===== config.mk =====
export PLATFORM = sky130hd
export DESIGN_NAME = input_scaler_feeder_flat
export DESIGN_NICKNAME = d
export VERILOG_FILES = /design/src/rtl/input_scaler_feeder_if.sv /design/src/rtl/input_scaler_feeder.sv /design/src/flat_wrapper.sv
export SDC_FILE = /design/constraint.sdc
export NUM_CORES = 1
export LEC_CHECK = 0
export CORE_MARGIN = 8
export CORE_UTILIZATION = 53
export CTS_CLUSTER_DIAMETER = 120
export DETAILED_ROUTE_END_ITERATION = 10
export GPL_ROUTABILITY_DRIVEN = 0
export GPL_TIMING_DRIVEN = 1
export PLACE_DENSITY = 0.83
export SYNTH_ARGS = -nofsm -noshare
export SYNTH_HDL_FRONTEND = slang
export SYNTH_SLANG_ARGS = --single-unit

===== constraint.sdc =====
create_clock -name CLK -period 3.7 [get_ports CLK]
set_clock_uncertainty 0.15 [all_clocks]
set_input_delay 0.74 -clock CLK [delete_from_list [all_inputs] [get_ports CLK]]
set_output_delay 0.74 -clock CLK [all_outputs]
set_load 0.02 [all_outputs]

===== src/rtl/input_scaler_feeder_if.sv =====
// -----------------------------------------------------------------------------
// input_scaler_feeder_if
// Bundles the loader-side write port and the layer-side stream port of the
// input scaler feeder.
//   master : producer / observer side (drives WR_EN, WR_DATA)
//   slave  : feeder side (drives the status flags and the scalar stream)
// Signals:
//   WR_EN, WR_DATA          push request and scalar from the loader
//   FULL, OVERFLOW          buffer status (OVERFLOW is sticky)
//   INPUT_SCALER            registered scalar to the layer
//   SCALER_VALID            INPUT_SCALER carries a frame element
//   FRAME_LAST              last element of a frame
//   LAYER_RESET             registered reset to the layer
// -----------------------------------------------------------------------------
interface input_scaler_feeder_if #(
   parameter int DATA_W = 34
);
   logic              WR_EN;
   logic [DATA_W-1:0] WR_DATA;
   logic              FULL;
   logic              OVERFLOW;
   logic [DATA_W-1:0] INPUT_SCALER;
   logic              SCALER_VALID;
   logic              FRAME_LAST;
   logic              LAYER_RESET;

   modport master (
      output WR_EN, WR_DATA,
      input  FULL, OVERFLOW, INPUT_SCALER, SCALER_VALID, FRAME_LAST, LAYER_RESET
   );

   modport slave (
      input  WR_EN, WR_DATA,
      output FULL, OVERFLOW, INPUT_SCALER, SCALER_VALID, FRAME_LAST, LAYER_RESET
   );
endinterface


===== src/rtl/input_scaler_feeder.sv =====
// -----------------------------------------------------------------------------
// input_scaler_feeder
// Buffers net-input scalars (unknowns followed by nonlinear terms) and streams
// them one per cycle to the linear layer. A frame of FRAME_LEN elements is
// launched only once the whole frame is buffered, because the layer cannot
// stall. While no frame is streaming, LAYER_RESET is held high so the layer
// realigns its weight pointer and accumulators at every frame start.
// Ports:
//   CLK    rising-edge clock
//   RESET  asynchronous active-high reset (discards buffered data)
//   bus    input_scaler_feeder_if.slave (write port, status, scalar stream)
// Parameter constraints: EXTRA_BITS is 0 or 2; FIFO_DEPTH is a power of two,
// at least 2, and >= NUM_UNKNOWNS + NUM_NONLIN.
// -----------------------------------------------------------------------------
module input_scaler_feeder #(
   parameter int NUM_UNKNOWNS = 2,
   parameter int NUM_NONLIN   = 1,
   parameter int BIT_WIDTH    = 32,
   parameter int EXTRA_BITS   = 2,
   parameter int FIFO_DEPTH   = 8
) (
   input logic                  CLK,
   input logic                  RESET,
   input_scaler_feeder_if.slave bus
);

   localparam int FRAME_LEN = NUM_UNKNOWNS + NUM_NONLIN;
   localparam int DW        = BIT_WIDTH + EXTRA_BITS;
   localparam int AW        = (FIFO_DEPTH > 1) ? $clog2(FIFO_DEPTH) : 1;
   localparam int CW        = $clog2(FIFO_DEPTH) + 1;
   localparam int IW        = (FRAME_LEN > 1) ? $clog2(FRAME_LEN) : 1;

   localparam logic [CW-1:0] FL_CNT    = CW'(FRAME_LEN);
   localparam logic [CW-1:0] DEPTH_CNT = CW'(FIFO_DEPTH);
   localparam logic [IW-1:0] LAST_IDX  = IW'(FRAME_LEN - 1);
   localparam logic [IW-1:0] IDX_ZERO  = IW'(0);
   localparam logic [IW-1:0] IDX_ONE   = IW'(1);
   localparam logic [AW-1:0] PTR_ONE   = AW'(1);
   localparam logic [DW-1:0] DATA_ZERO = DW'(0);

   typedef enum logic [0:0] {
      ST_IDLE   = 1'b0,
      ST_STREAM = 1'b1
   } state_t;

   logic [DW-1:0] r_mem [FIFO_DEPTH];

   state_t        r_state,       w_state_nxt;
   logic [IW-1:0] r_elem_idx,    w_elem_idx_nxt;
   logic [AW-1:0] r_wr_ptr,      w_wr_ptr_nxt;
   logic [AW-1:0] r_rd_ptr,      w_rd_ptr_nxt;
   logic [CW-1:0] r_count,       w_count_nxt;
   logic [DW-1:0] r_scaler,      w_scaler_nxt;
   logic          r_valid,       w_valid_nxt;
   logic          r_last,        w_last_nxt;
   logic          r_full,        w_full_nxt;
   logic          r_overflow,    w_overflow_nxt;
   logic          r_layer_reset, w_layer_reset_nxt;

   logic w_push;
   logic w_drop;
   logic w_pop;
   logic w_frame_ready;

   // Next-state, pop decision, pointer/count and output register inputs
   always_comb begin
      w_push            = bus.WR_EN & ~r_full;
      // A push against a full buffer is dropped even if a pop frees a slot
      w_drop            = bus.WR_EN & r_full;
      // Launch decisions use the pre-edge count only; a same-cycle push
      // never completes a frame early.
      w_frame_ready     = (r_count >= FL_CNT);
      w_pop             = 1'b0;
      w_state_nxt       = r_state;
      w_elem_idx_nxt    = r_elem_idx;

      case (r_state)
         ST_IDLE: begin
            if (w_frame_ready) begin
               w_pop          = 1'b1;
               w_state_nxt    = ST_STREAM;
               w_elem_idx_nxt = IDX_ZERO;
            end else begin
               w_state_nxt    = ST_IDLE;
            end
         end
         ST_STREAM: begin
            // Mid-frame elements are guaranteed buffered: the frame was
            // launched with all of them present.
            if (r_elem_idx != LAST_IDX) begin
               w_pop          = 1'b1;
               w_elem_idx_nxt = r_elem_idx + IDX_ONE;
            end else if (w_frame_ready) begin
               w_pop          = 1'b1;
               w_elem_idx_nxt = IDX_ZERO;
            end else begin
               w_state_nxt    = ST_IDLE;
               w_elem_idx_nxt = IDX_ZERO;
            end
         end
         default: begin
            w_state_nxt    = ST_IDLE;
            w_elem_idx_nxt = IDX_ZERO;
         end
      endcase

      w_wr_ptr_nxt   = w_push ? (r_wr_ptr + PTR_ONE) : r_wr_ptr;
      w_rd_ptr_nxt   = w_pop  ? (r_rd_ptr + PTR_ONE) : r_rd_ptr;
      w_count_nxt    = r_count + {{(CW-1){1'b0}}, w_push} - {{(CW-1){1'b0}}, w_pop};
      w_full_nxt     = (w_count_nxt == DEPTH_CNT);
      w_overflow_nxt = r_overflow | w_drop;

      if (w_pop) begin
         w_scaler_nxt      = r_mem[r_rd_ptr];
         w_valid_nxt       = 1'b1;
         w_last_nxt        = (w_elem_idx_nxt == LAST_IDX);
         w_layer_reset_nxt = 1'b0;
      end else begin
         w_scaler_nxt      = DATA_ZERO;
         w_valid_nxt       = 1'b0;
         w_last_nxt        = 1'b0;
         w_layer_reset_nxt = 1'b1;
      end
   end

   // State, pointer, count and output registers
   always_ff @(posedge CLK or posedge RESET) begin
      if (RESET) begin
         r_state       <= ST_IDLE;
         r_elem_idx    <= IDX_ZERO;
         r_wr_ptr      <= {AW{1'b0}};
         r_rd_ptr      <= {AW{1'b0}};
         r_count       <= {CW{1'b0}};
         r_scaler      <= DATA_ZERO;
         r_valid       <= 1'b0;
         r_last        <= 1'b0;
         r_full        <= 1'b0;
         r_overflow    <= 1'b0;
         r_layer_reset <= 1'b1;
      end else begin
         r_state       <= w_state_nxt;
         r_elem_idx    <= w_elem_idx_nxt;
         r_wr_ptr      <= w_wr_ptr_nxt;
         r_rd_ptr      <= w_rd_ptr_nxt;
         r_count       <= w_count_nxt;
         r_scaler      <= w_scaler_nxt;
         r_valid       <= w_valid_nxt;
         r_last        <= w_last_nxt;
         r_full        <= w_full_nxt;
         r_overflow    <= w_overflow_nxt;
         r_layer_reset <= w_layer_reset_nxt;
      end
   end

   // Buffer storage; contents are invalidated by the pointers, not cleared
   always_ff @(posedge CLK) begin
      if (w_push) begin
         r_mem[r_wr_ptr] <= bus.WR_DATA;
      end
   end

   assign bus.INPUT_SCALER = r_scaler;
   assign bus.SCALER_VALID = r_valid;
   assign bus.FRAME_LAST   = r_last;
   assign bus.FULL         = r_full;
   assign bus.OVERFLOW     = r_overflow;
   assign bus.LAYER_RESET  = r_layer_reset;

endmodule


===== src/flat_wrapper.sv =====
// flat-port wrapper written by rule: the top's interface ports become plain ports
module input_scaler_feeder_flat 
#(
   parameter int NUM_UNKNOWNS = 2,
   parameter int NUM_NONLIN   = 1,
   parameter int BIT_WIDTH    = 32,
   parameter int EXTRA_BITS   = 2,
   parameter int FIFO_DEPTH   = 8
)
  (CLK, RESET, bus_WR_EN, bus_WR_DATA, bus_FULL, bus_OVERFLOW, bus_INPUT_SCALER, bus_SCALER_VALID, bus_FRAME_LAST, bus_LAYER_RESET);
  input_scaler_feeder_if #(.DATA_W((34))) bus_i ();
  input logic CLK;
  input logic RESET;
  input wire logic [$bits(bus_i.WR_EN)-1:0] bus_WR_EN;
  input wire logic [$bits(bus_i.WR_DATA)-1:0] bus_WR_DATA;
  output wire logic [$bits(bus_i.FULL)-1:0] bus_FULL;
  output wire logic [$bits(bus_i.OVERFLOW)-1:0] bus_OVERFLOW;
  output wire logic [$bits(bus_i.INPUT_SCALER)-1:0] bus_INPUT_SCALER;
  output wire logic [$bits(bus_i.SCALER_VALID)-1:0] bus_SCALER_VALID;
  output wire logic [$bits(bus_i.FRAME_LAST)-1:0] bus_FRAME_LAST;
  output wire logic [$bits(bus_i.LAYER_RESET)-1:0] bus_LAYER_RESET;
  assign bus_i.WR_EN = bus_WR_EN;
  assign bus_i.WR_DATA = bus_WR_DATA;
  assign bus_FULL = bus_i.FULL;
  assign bus_OVERFLOW = bus_i.OVERFLOW;
  assign bus_INPUT_SCALER = bus_i.INPUT_SCALER;
  assign bus_SCALER_VALID = bus_i.SCALER_VALID;
  assign bus_FRAME_LAST = bus_i.FRAME_LAST;
  assign bus_LAYER_RESET = bus_i.LAYER_RESET;
  input_scaler_feeder #(.NUM_UNKNOWNS(NUM_UNKNOWNS), .NUM_NONLIN(NUM_NONLIN), .BIT_WIDTH(BIT_WIDTH), .EXTRA_BITS(EXTRA_BITS), .FIFO_DEPTH(FIFO_DEPTH)) u_core (.CLK(CLK), .RESET(RESET), .bus(bus_i));
endmodule

# Word level (Yosys, flattened, before mapping)

Memory sizes are Yosys's and may differ from the RTL's.
Index checks and enable logic that the tools add are counted.

Bits in registers: 52
Bits in latches: 0
RAM bits: 272
Memory bits (read-only): 0
Input port bits: 37
Output and inout port bits: 39
Word-level logic and storage cells: 38
Memories: 1

Add/subtract/negate cells: 5
$mul: 0
Divide/modulo/power cells: 0
Order comparisons: 1
Eq/ne operators: 3
Shift operators: 0
Multiplexer cells: 12
Bitwise logic cells: 5
Reductions and logical operators: 0

Memory list:

| name         | depth | bits a word | read ports | clocked after memory_dff | wr ports | line                      | text |
|---|---|---|---|---|---|---|---|
| u_core.r_mem | 8     | 34          | 1          | 0                        | 1        | input_scaler_feeder.sv:46 | `logic [DW-1:0] r_mem [FIFO_DEPTH];` |

Operator list:

| cell                  | count |
|---|---|
| $mux W34              | 1 |
| $mux W1               | 7 |
| $add A3 B1 Y3 const B | 2 |
| $add A4 B1 Y4         | 1 |
| $eq A4 B4 Y1 const B  | 1 |
| $ge A4 B2 Y1 const B  | 1 |
| $mux W2               | 2 |
| $pmux W2 S2           | 1 |
| $sub A4 B1 Y4         | 1 |
| $add A2 B1 Y2 const B | 1 |
| $and A1 B1 Y1         | 2 |
| $eq A2 B2 Y1 const B  | 1 |
| $ne A2 B2 Y1 const B  | 1 |
| $not A1 Y1            | 2 |
| $pmux W1 S2           | 1 |
| $or A1 B1 Y1          | 1 |

# Depth between registers and ports, before layout

Gate-level depths: netlist (run 1).

Depth after elaboration: 6
Gate-level depth with buffers: 15
Mapped depth without buffers: 13

# Worst setup path after synthesis (run 1)

No wires, ideal clock.

Path type: input port to flip-flop
Start point: input port bus_WR_EN
End point: memory u_core.r_mem[0][0] (netlist bit) (enable)
Setup time: 467 ps
Arrival: 3545 ps
Required time: 3083 ps
Setup slack: -463 ps
Stages on the path: 4
Cell sequence: nor2b_1 clkbuf_1 nand2b_1 nor3_1

Longest elaborated chain between the ends: 3

Ends and longest elaborated chain:

| item                          | line                       | text |
|---|---|---|
| from (decl)                   | flat_wrapper.sv:14         | `input wire logic [$bits(bus_i.WR_EN)-1:0] bus_WR_EN;` |
| $and A1 B1 Y1                 | input_scaler_feeder.sv:67  | `w_push = bus.WR_EN & ~r_full;` |
| via u_core.w_push             | input_scaler_feeder.sv:60  | `logic w_push;` |
| $mux W1                       | input_scaler_feeder.sv:157 | `if (w_push) begin` |
| $mux W1 (not written as such) | input_scaler_feeder.sv:158 | `r_mem[r_wr_ptr] <= bus.WR_DATA;` |
| to (decl)                     | input_scaler_feeder.sv:46  |  |

The timed path passes the listed nets, and every way through them passes these cells.

# Worst setup path after layout (run 1)

Start point: register u_core.r_count[2]
End point: register u_core.r_full (netlist: u_core.bus.FULL)

Longest elaborated chain between the ends: 6
Elaborated cells on any way between the ends: 7
Those cells by class: add/sub: 2; order compare: 1; eq/ne: 1; mux: 3

Ends and longest elaborated chain:

| item                   | line                                                 | text |
|---|---|---|
| from (decl)            | input_scaler_feeder.sv:52                            | `logic [CW-1:0] r_count, w_count_nxt;` |
| from (signal assigned) | input_scaler_feeder.sv:133                           | `r_count <= {CW{1'b0}};` |
| from (signal assigned) | input_scaler_feeder.sv:145                           | `r_count <= w_count_nxt;` |
| $ge A4 B2 Y1 (*)       | input_scaler_feeder.sv:72                            | `w_frame_ready = (r_count >= FL_CNT);` |
| $mux W1 (*)            | input_scaler_feeder.sv:79, input_scaler_feeder.sv:93 |  |
| $mux W1                | input_scaler_feeder.sv:90                            | `if (r_elem_idx != LAST_IDX) begin` |
| $pmux W1 S2 (*)        | input_scaler_feeder.sv:77                            | `case (r_state)` |
| via u_core.w_pop       | input_scaler_feeder.sv:62                            | `logic w_pop;` |
| $sub A4 B1 Y4 (*)      | input_scaler_feeder.sv:109                           | `w_count_nxt = r_count + {{(CW-1){1'b0}}, w_push} - {{(CW-1){1'b0}}, w_pop};` |
| $eq A4 B4 Y1 (*)       | input_scaler_feeder.sv:110                           | `w_full_nxt = (w_count_nxt == DEPTH_CNT);` |
| via u_core.w_full_nxt  | input_scaler_feeder.sv:56                            | `logic r_full, w_full_nxt;` |
| to (signal assigned)   | input_scaler_feeder.sv:149                           | `r_full <= w_full_nxt;` |
| to (decl)              | input_scaler_feeder.sv:56                            |  |

The timed path passes the listed nets; every way through them passes the cells marked *.
A chain may end at the register's enable or synchronous reset.

==> results_dict.tcl, run 1 <==
set metrics [dict create \
    die_y_um 169 \
    routed_via_density 5.68 \
    finalSetupViolCount 0 \
    maxSlewViolCount 0 \
    clk_latency_ns 0.55 \
    overflow 0 \
    timing.final.crit_share 0.797 \
    cts_tree "built" \
    post_cts_buffers 0 \
    drc 0 \
    drt_iter0_markers 441 \
    finalWorstSetupSlack_ns 0.752 \
    min_period_ns 2.95 \
    syn_area_per_cell_um2 19.7 \
    hold-worst-slack_ns 0.311 \
    total_power_mw 11.8 \
    fin_nets 770 \
    cts.repair.resized 0 \
    tightest_slew_ns 1.08 \
    wl_per_cell_um 22.9 \
    initial_core_util 0.533 \
    grt_first_pass_wirelength_um 37900 \
    antenna_found_initial 0 \
    core_area_mm2 0.0232 \
    critPathMaxFanout 3 \
    cts_buffer_depth 3 \
    cts.clk_slew.worst_paths_ns 0.06 \
    synthesis.nets 673 \
    area_growth_pct 17.8 \
    max_cap_viol_count 0 \
    fp.dieArea_mm2 0.0285 \
    yosys_warnings 0 \
    cts_hold_buf 0 \
    outcome "completed" \
    fmax_mhz 339 \
    tns_ns 0 \
    port_buffers 75 \
    first_pass_iters 5 \
    ys_types 37 \
    cp.arrival_ns 3.28 \
    grt_pass1_vias 6504 \
    fillers 1533 \
    rows 56 \
    netlist_area_mm2 0.0124 \
    ir_drop_uv 483 \
    path_buf_inv 4 \
    clkSinkCount 323 \
    dpl.cell_count 1011 \
    end_kind "flip-flop" \
    slew_headroom 0.283 \
    drive_above_1_share 0.175 \
    grt.total_usage 0.172 \
    antenna_left 0 \
    cpMostUsedCell "inv_1" \
    rsz0062_at_grt "false" \
    hpwlAfterDp_um 14900 \
    diodes 0 \
    cp-start-kind "flip-flop" \
    num_vias 6061 \
    hold_violations 0 \
    ys_ff_latch 323 \
    cp_top_family "adder cells" \
    cp_slowest_cell "fa_1" \
    crit_type "flip-flop to flip-flop" \
    ctsHtreeMaxLevel 1 \
    ys_seq_area_frac 0.764 \
    synthCells 627 \
    cts-root-buf "clkbuf_16" \
    grt_max_degree 67 \
    pre_cts_ws_ns 0.672 \
    hold_class "flip-flop to flip-flop" \
    path_cells "inv_1, ha_1, and3_1, a211oi_4, inv_1, ha_1, inv_1, ha_1, inv_1, fa_1, nor2b_1, nand3b_1, mux2i_1" \
    finalWirelength_um 24400 \
    finalNonFillerCells 1067 \
    required_ns 4.03 \
    p_leak_nw 4.90 \
    p_per_area_mw_per_mm2 810 \
    max_stage_delay_ns 0.53 \
    io_pins 76 \
    dieWidth_um 169 \
    numCtsBuffers 30 \
]
-- area by class of cell --
cell class / count / area (um^2) / area share
tap: 319 / 399 / 0.0274
clock buffer: 41 / 863 / 0.0593
inverter: 13 / 48.8 / 0.00335
timing repair buffer: 100 / 951 / 0.0653
multi-input combinational: 256 / 2700 / 0.185
sequential: 323 / 9450 / 0.649
clock inverter: 15 / 158 / 0.0108
-- layer usage --
layer / up-vias / global-route usage / share of wire
met5: - / 0 / 0
met2: 234 / 0.304 / 0.52
met1: 3106 / 0.218 / 0.41
met4: 0 / 0.0477 / 0.020
met3: 37 / 0.0266 / 0.056
li1: 2684 / - / -
-- Yosys cell counts (all sizes together) --
library cell  count  area, um^2
edfxtp          272        8170
nor2b            69         432
dfrtp            50        1250
mux2i            36         360
a211oi           35         263
a2111oi          34         400
mux4             34         785
buf              23         220
inv              13        48.8
clkbuf           12        46.3
ha                8         100
nor2              7        26.3
nand2b            5        31.3
nand2             4        15.0
xnor2             3        26.3
xor2              3        26.3
a21o              2        15.0
and2b             2        15.0
and3              2        12.5
mux2              2        22.5
nor3              2        10.0
a21oi             1        5.00
a311oi            1        8.76
and4              1        8.76
dfstp             1        26.3
fa                1        20.0
nand3             1        5.00
nand3b            1        7.51
o21bai            1        7.51
or3               1        6.26
-- path summary, 6_finish.rpt --
kind,from,end,slack [ns],cells after the start
min,u_core.bus.OVERFLOW,u_core.bus.OVERFLOW,0.31,1
max in group asynchronous,RESET,u_core.bus.INPUT_SCALER[13],2.37,3
max,u_core.r_count[2],u_core.bus.FULL,0.75,13
min in group asynchronous,RESET,u_core.bus.INPUT_SCALER[0],0.37,2
min reg2reg,u_core.bus.OVERFLOW,u_core.bus.OVERFLOW,0.31,1
max reg2reg,u_core.r_count[2],u_core.bus.FULL,0.75,13
-- layout by cell type, fill, tap and decap left out, types with 4 or more instances in the layout --
master             n
clkbuf_8           5
buf_4             24
edfxtp_1         272
dfrtp_1           48
a2111oi_2         12
a211oi_1          34
mux4_1             5
a2111oi_1         22
clkinv_2           5
mux2i_1           36
nor2b_1           69
mux4_2            29
nor2_4             7
clkbuf_16         31
clkbuf_1           5
ha_1               8
inv_1             12
clkdlybuf4s50_1   75
nand2b_1           4
nand2_1            4
-- where the power goes --
part | internal, mW | switching [mW]
Clock | 1.84 | 1.27
Sequential | 4.71 | 0.437
Combinational | 1.62 | 1.93
Total | 8.16 | 3.64
-- cells by family after synthesis --
group / share of synthesized area
buffers and inverters: 0.0255
XOR/XNOR: 0.00425
AND/OR/NAND/NOR: 0.0460
adder cells (fa/ha/maj): 0.00971
flip-flops: 0.764
multiplexers: 0.0944
AO/OA/AOI/OAI: 0.0565
-- metrics by stage --
step / utilization / cell area [um^2]
after floorplan: - / 12400
after global placement: 0.584 / 13500
after detailed placement: 0.584 / 13500
after CTS: 0.628 / 14600
after global routing: 0.628 / 14600
final: 0.628 / 14600
-- state kept, by name (all words and copies together) (netlist names) --
signal                   flops
u_core.bus.FULL              1
u_core.r_wr_ptr              3
u_core.bus.INPUT_SCALER     34
u_core.r_count               4
u_core.r_rd_ptr              3
u_core.r_mem               272
u_core.r_state               1
u_core.r_elem_idx            2
u_core.bus.LAYER_RESET       1
u_core.bus.OVERFLOW          1
u_core.bus.FRAME_LAST        1
Note: power is estimated with default switching activity, not from simulation.
==> run 2, diff against run 1 <==
--- a/config.mk
+++ b/config.mk
@@ -6,12 +6,12 @@
 export NUM_CORES = 1
 export LEC_CHECK = 0
 export CORE_MARGIN = 8
-export CORE_UTILIZATION = 53
+export CORE_UTILIZATION = 57
 export CTS_CLUSTER_DIAMETER = 120
 export DETAILED_ROUTE_END_ITERATION = 10
 export GPL_ROUTABILITY_DRIVEN = 0
 export GPL_TIMING_DRIVEN = 1
-export PLACE_DENSITY = 0.83
+export PLACE_DENSITY = 0.85
 export SYNTH_ARGS = -nofsm -noshare
 export SYNTH_HDL_FRONTEND = slang
 export SYNTH_SLANG_ARGS = --single-unit
==> constraint.sdc (replaced) <==
create_clock -name CLK -period 2.9 [get_ports CLK]
set_clock_uncertainty 0.15 [all_clocks]
set_input_delay 0.58 -clock CLK [delete_from_list [all_inputs] [get_ports CLK]]
set_output_delay 0.58 -clock CLK [all_outputs]
set_load 0.02 [all_outputs]
==> run 2 against run 1 <==
Effect of this change: global-route usage increased by 1.3 points; cell area is 0.21% higher; register-to-register slack worse by 0.58 ns; critical endpoint unchanged; worst setup slack got worse by 0.58 ns; wire length decreased by 0.71%; via count is essentially flat; flip-flop and latch count unchanged; final cell count fell by 3.6%; clock power up 16%.
==> results_dict.tcl, run 2 (synthesized netlist as in run 1, its figures left out) <==
set metrics [dict create \
    outcome "completed" \
    largest_reg_flops 272 \
    numCtsBuffers 31 \
    endpoint "u_core.bus.FULL" \
    final_common_cell "edfxtp_1" \
    total_power_mw 14.9 \
    cp-start-kind "flip-flop" \
    die_y_um 163 \
    r2r_start "u_core.r_count[2]" \
    grt_first_pass_wirelength_um 38000 \
    cts.clk_slew.worst_paths_ns 0.06 \
    ctsHtreeMaxLevel 1 \
    drive_above_1_share 0.180 \
    critPathMaxFanout 3 \
    fmax_mhz 367 \
    crit_type "flip-flop to flip-flop" \
    clk_latency_ns 0.54 \
    cts-root-buf "clkbuf_16" \
    port_buffers 75 \
    p_per_area_mw_per_mm2 1020 \
    worstRegToRegCells 13 \
    num_vias 6057 \
    fp.dieArea_mm2 0.0267 \
    hpwlAfterDp_um 14800 \
    cts_tree "built" \
    antenna_left 0 \
    max_cap_viol_count 0 \
    routed_via_density 5.89 \
    fin_nets 772 \
    maxSlewViolCount 0 \
    ir_drop_uv 518 \
    area_growth_pct 18.0 \
    clkSinkCount 323 \
    p_leak_nw 4.89 \
    regToRegEndpoint "u_core.bus.FULL" \
    rows 54 \
    top_register "u_core.r_mem" \
    timing.final.crit_share 0.941 \
    end_kind "flip-flop" \
    hold-worst-slack_ns 0.276 \
    finalSetupViolCount 0 \
    drt_iter0_markers 561 \
    grt_pass1_vias 6660 \
    initial_core_util 0.574 \
    grt_max_degree 41 \
    drc 0 \
    grt.total_usage 0.185 \
    cts_hold_buf 0 \
    antenna_found_initial 0 \
    wl_per_cell_um 23.5 \
    min_period_ns 2.73 \
    slew_headroom 0.228 \
    layout_common_cells "edfxtp_1, clkdlybuf4s50_1, nor2b_1" \
    finalWirelength_um 24200 \
    cp.arrival_ns 3.04 \
    dieWidth_um 163 \
    io_pins 76 \
    cp-startpoint "u_core.r_count[2]" \
    diodes 0 \
    first_pass_iters 5 \
    hold_violations 0 \
    overflow 0 \
    tightest_slew_ns 1.16 \
    hold_class "input port to asynchronous set/reset pin" \
    r2r_slack_ns 0.17 \
    cts_buffer_depth 3 \
    required_ns 3.21 \
    core_area_mm2 0.0216 \
]
run 2: cell types whose count changed in the layout (fill, tap and decap cells not counted), sizes merged:
cell      previous run  this run
buf                 25        26
bufinv               3         0
clkinv               9        13
clkinvlp             3         2
run 2: area by class of cell:
| class | instances | area [um^2] |
|---|---|---|
| Inverter | 13 | 48.8 |
| Timing Repair Buffer | 101 | 1110 |
| Sequential cell | 323 | 9450 |
| Fill cell | 1297 | 6950 |
| Clock inverter | 15 | 72.6 |
| Clock buffer | 41 | 843 |
| Multi-Input combinational cell | 256 | 2730 |
| Tap cell | 280 | 350 |
run 2: metal layers:
layer	GRT usage	wire length, um	vias to the layer above
met5	0	0	-
met2	0.321	12800	182
met3	0.0262	1210	43
met1	0.237	9600	3139
met4	0.0605	575	0
li1	-	-	2693
run 2: worst max-delay path, stage by stage (launching register included):
cell,delay (ns)
dfrtp_1,0.37
inv_2,0.08
ha_2,0.18
inv_1,0.07
a211oi_4,0.21
inv_1,0.09
ha_1,0.29
inv_1,0.07
ha_2,0.18
inv_1,0.05
fa_1,0.52
nor2b_4,0.16
nand3b_1,0.08
mux2i_1,0.14
run 2: per-stage QoR:
stage	setup WS [ns]	TNS (ns)	util	area, um^2	cells
finish	0.172	0	0.677	14600	1029
global route	-0.00956	-0.00956	0.677	14600	1029
CTS	0.0131	0	0.676	14600	1029
detailed placement	0.0263	0	0.634	13700	973
global placement	0.183	0	0.634	13700	973
floorplan	-0.192	-42.19	-	12400	627
run 2: what timing repair did:
item	in CTS	in global routing
resized for setup	0	8
setup endpoints to repair	0	2
setup buffers	0	0
run 2: worst min-delay path by stage:
stage          cells past startpoint                  from                          to
3_5_place_dp                       1   u_core.bus.OVERFLOW         u_core.bus.OVERFLOW
3_3_place_gp                       1   u_core.bus.OVERFLOW         u_core.bus.OVERFLOW
5_1_grt                            2                 RESET  u_core.bus.INPUT_SCALER[4]
4_1_cts                            2                 RESET  u_core.bus.INPUT_SCALER[4]
6_report                           2                 RESET  u_core.bus.INPUT_SCALER[4]
2_1_floorplan                      1  u_core.r_elem_idx[0]        u_core.r_elem_idx[0]
run 2: power breakdown:
| part | internal [mW] | total (mW) | switching [mW] | leakage [nW] |
|---|---|---|---|---|
| Sequential | 6.01 | 6.46 | 0.456 | 3.05 |
| Combinational | 2.20 | 4.78 | 2.58 | 1.39 |
| Clock | 2.03 | 3.62 | 1.59 | 0.449 |
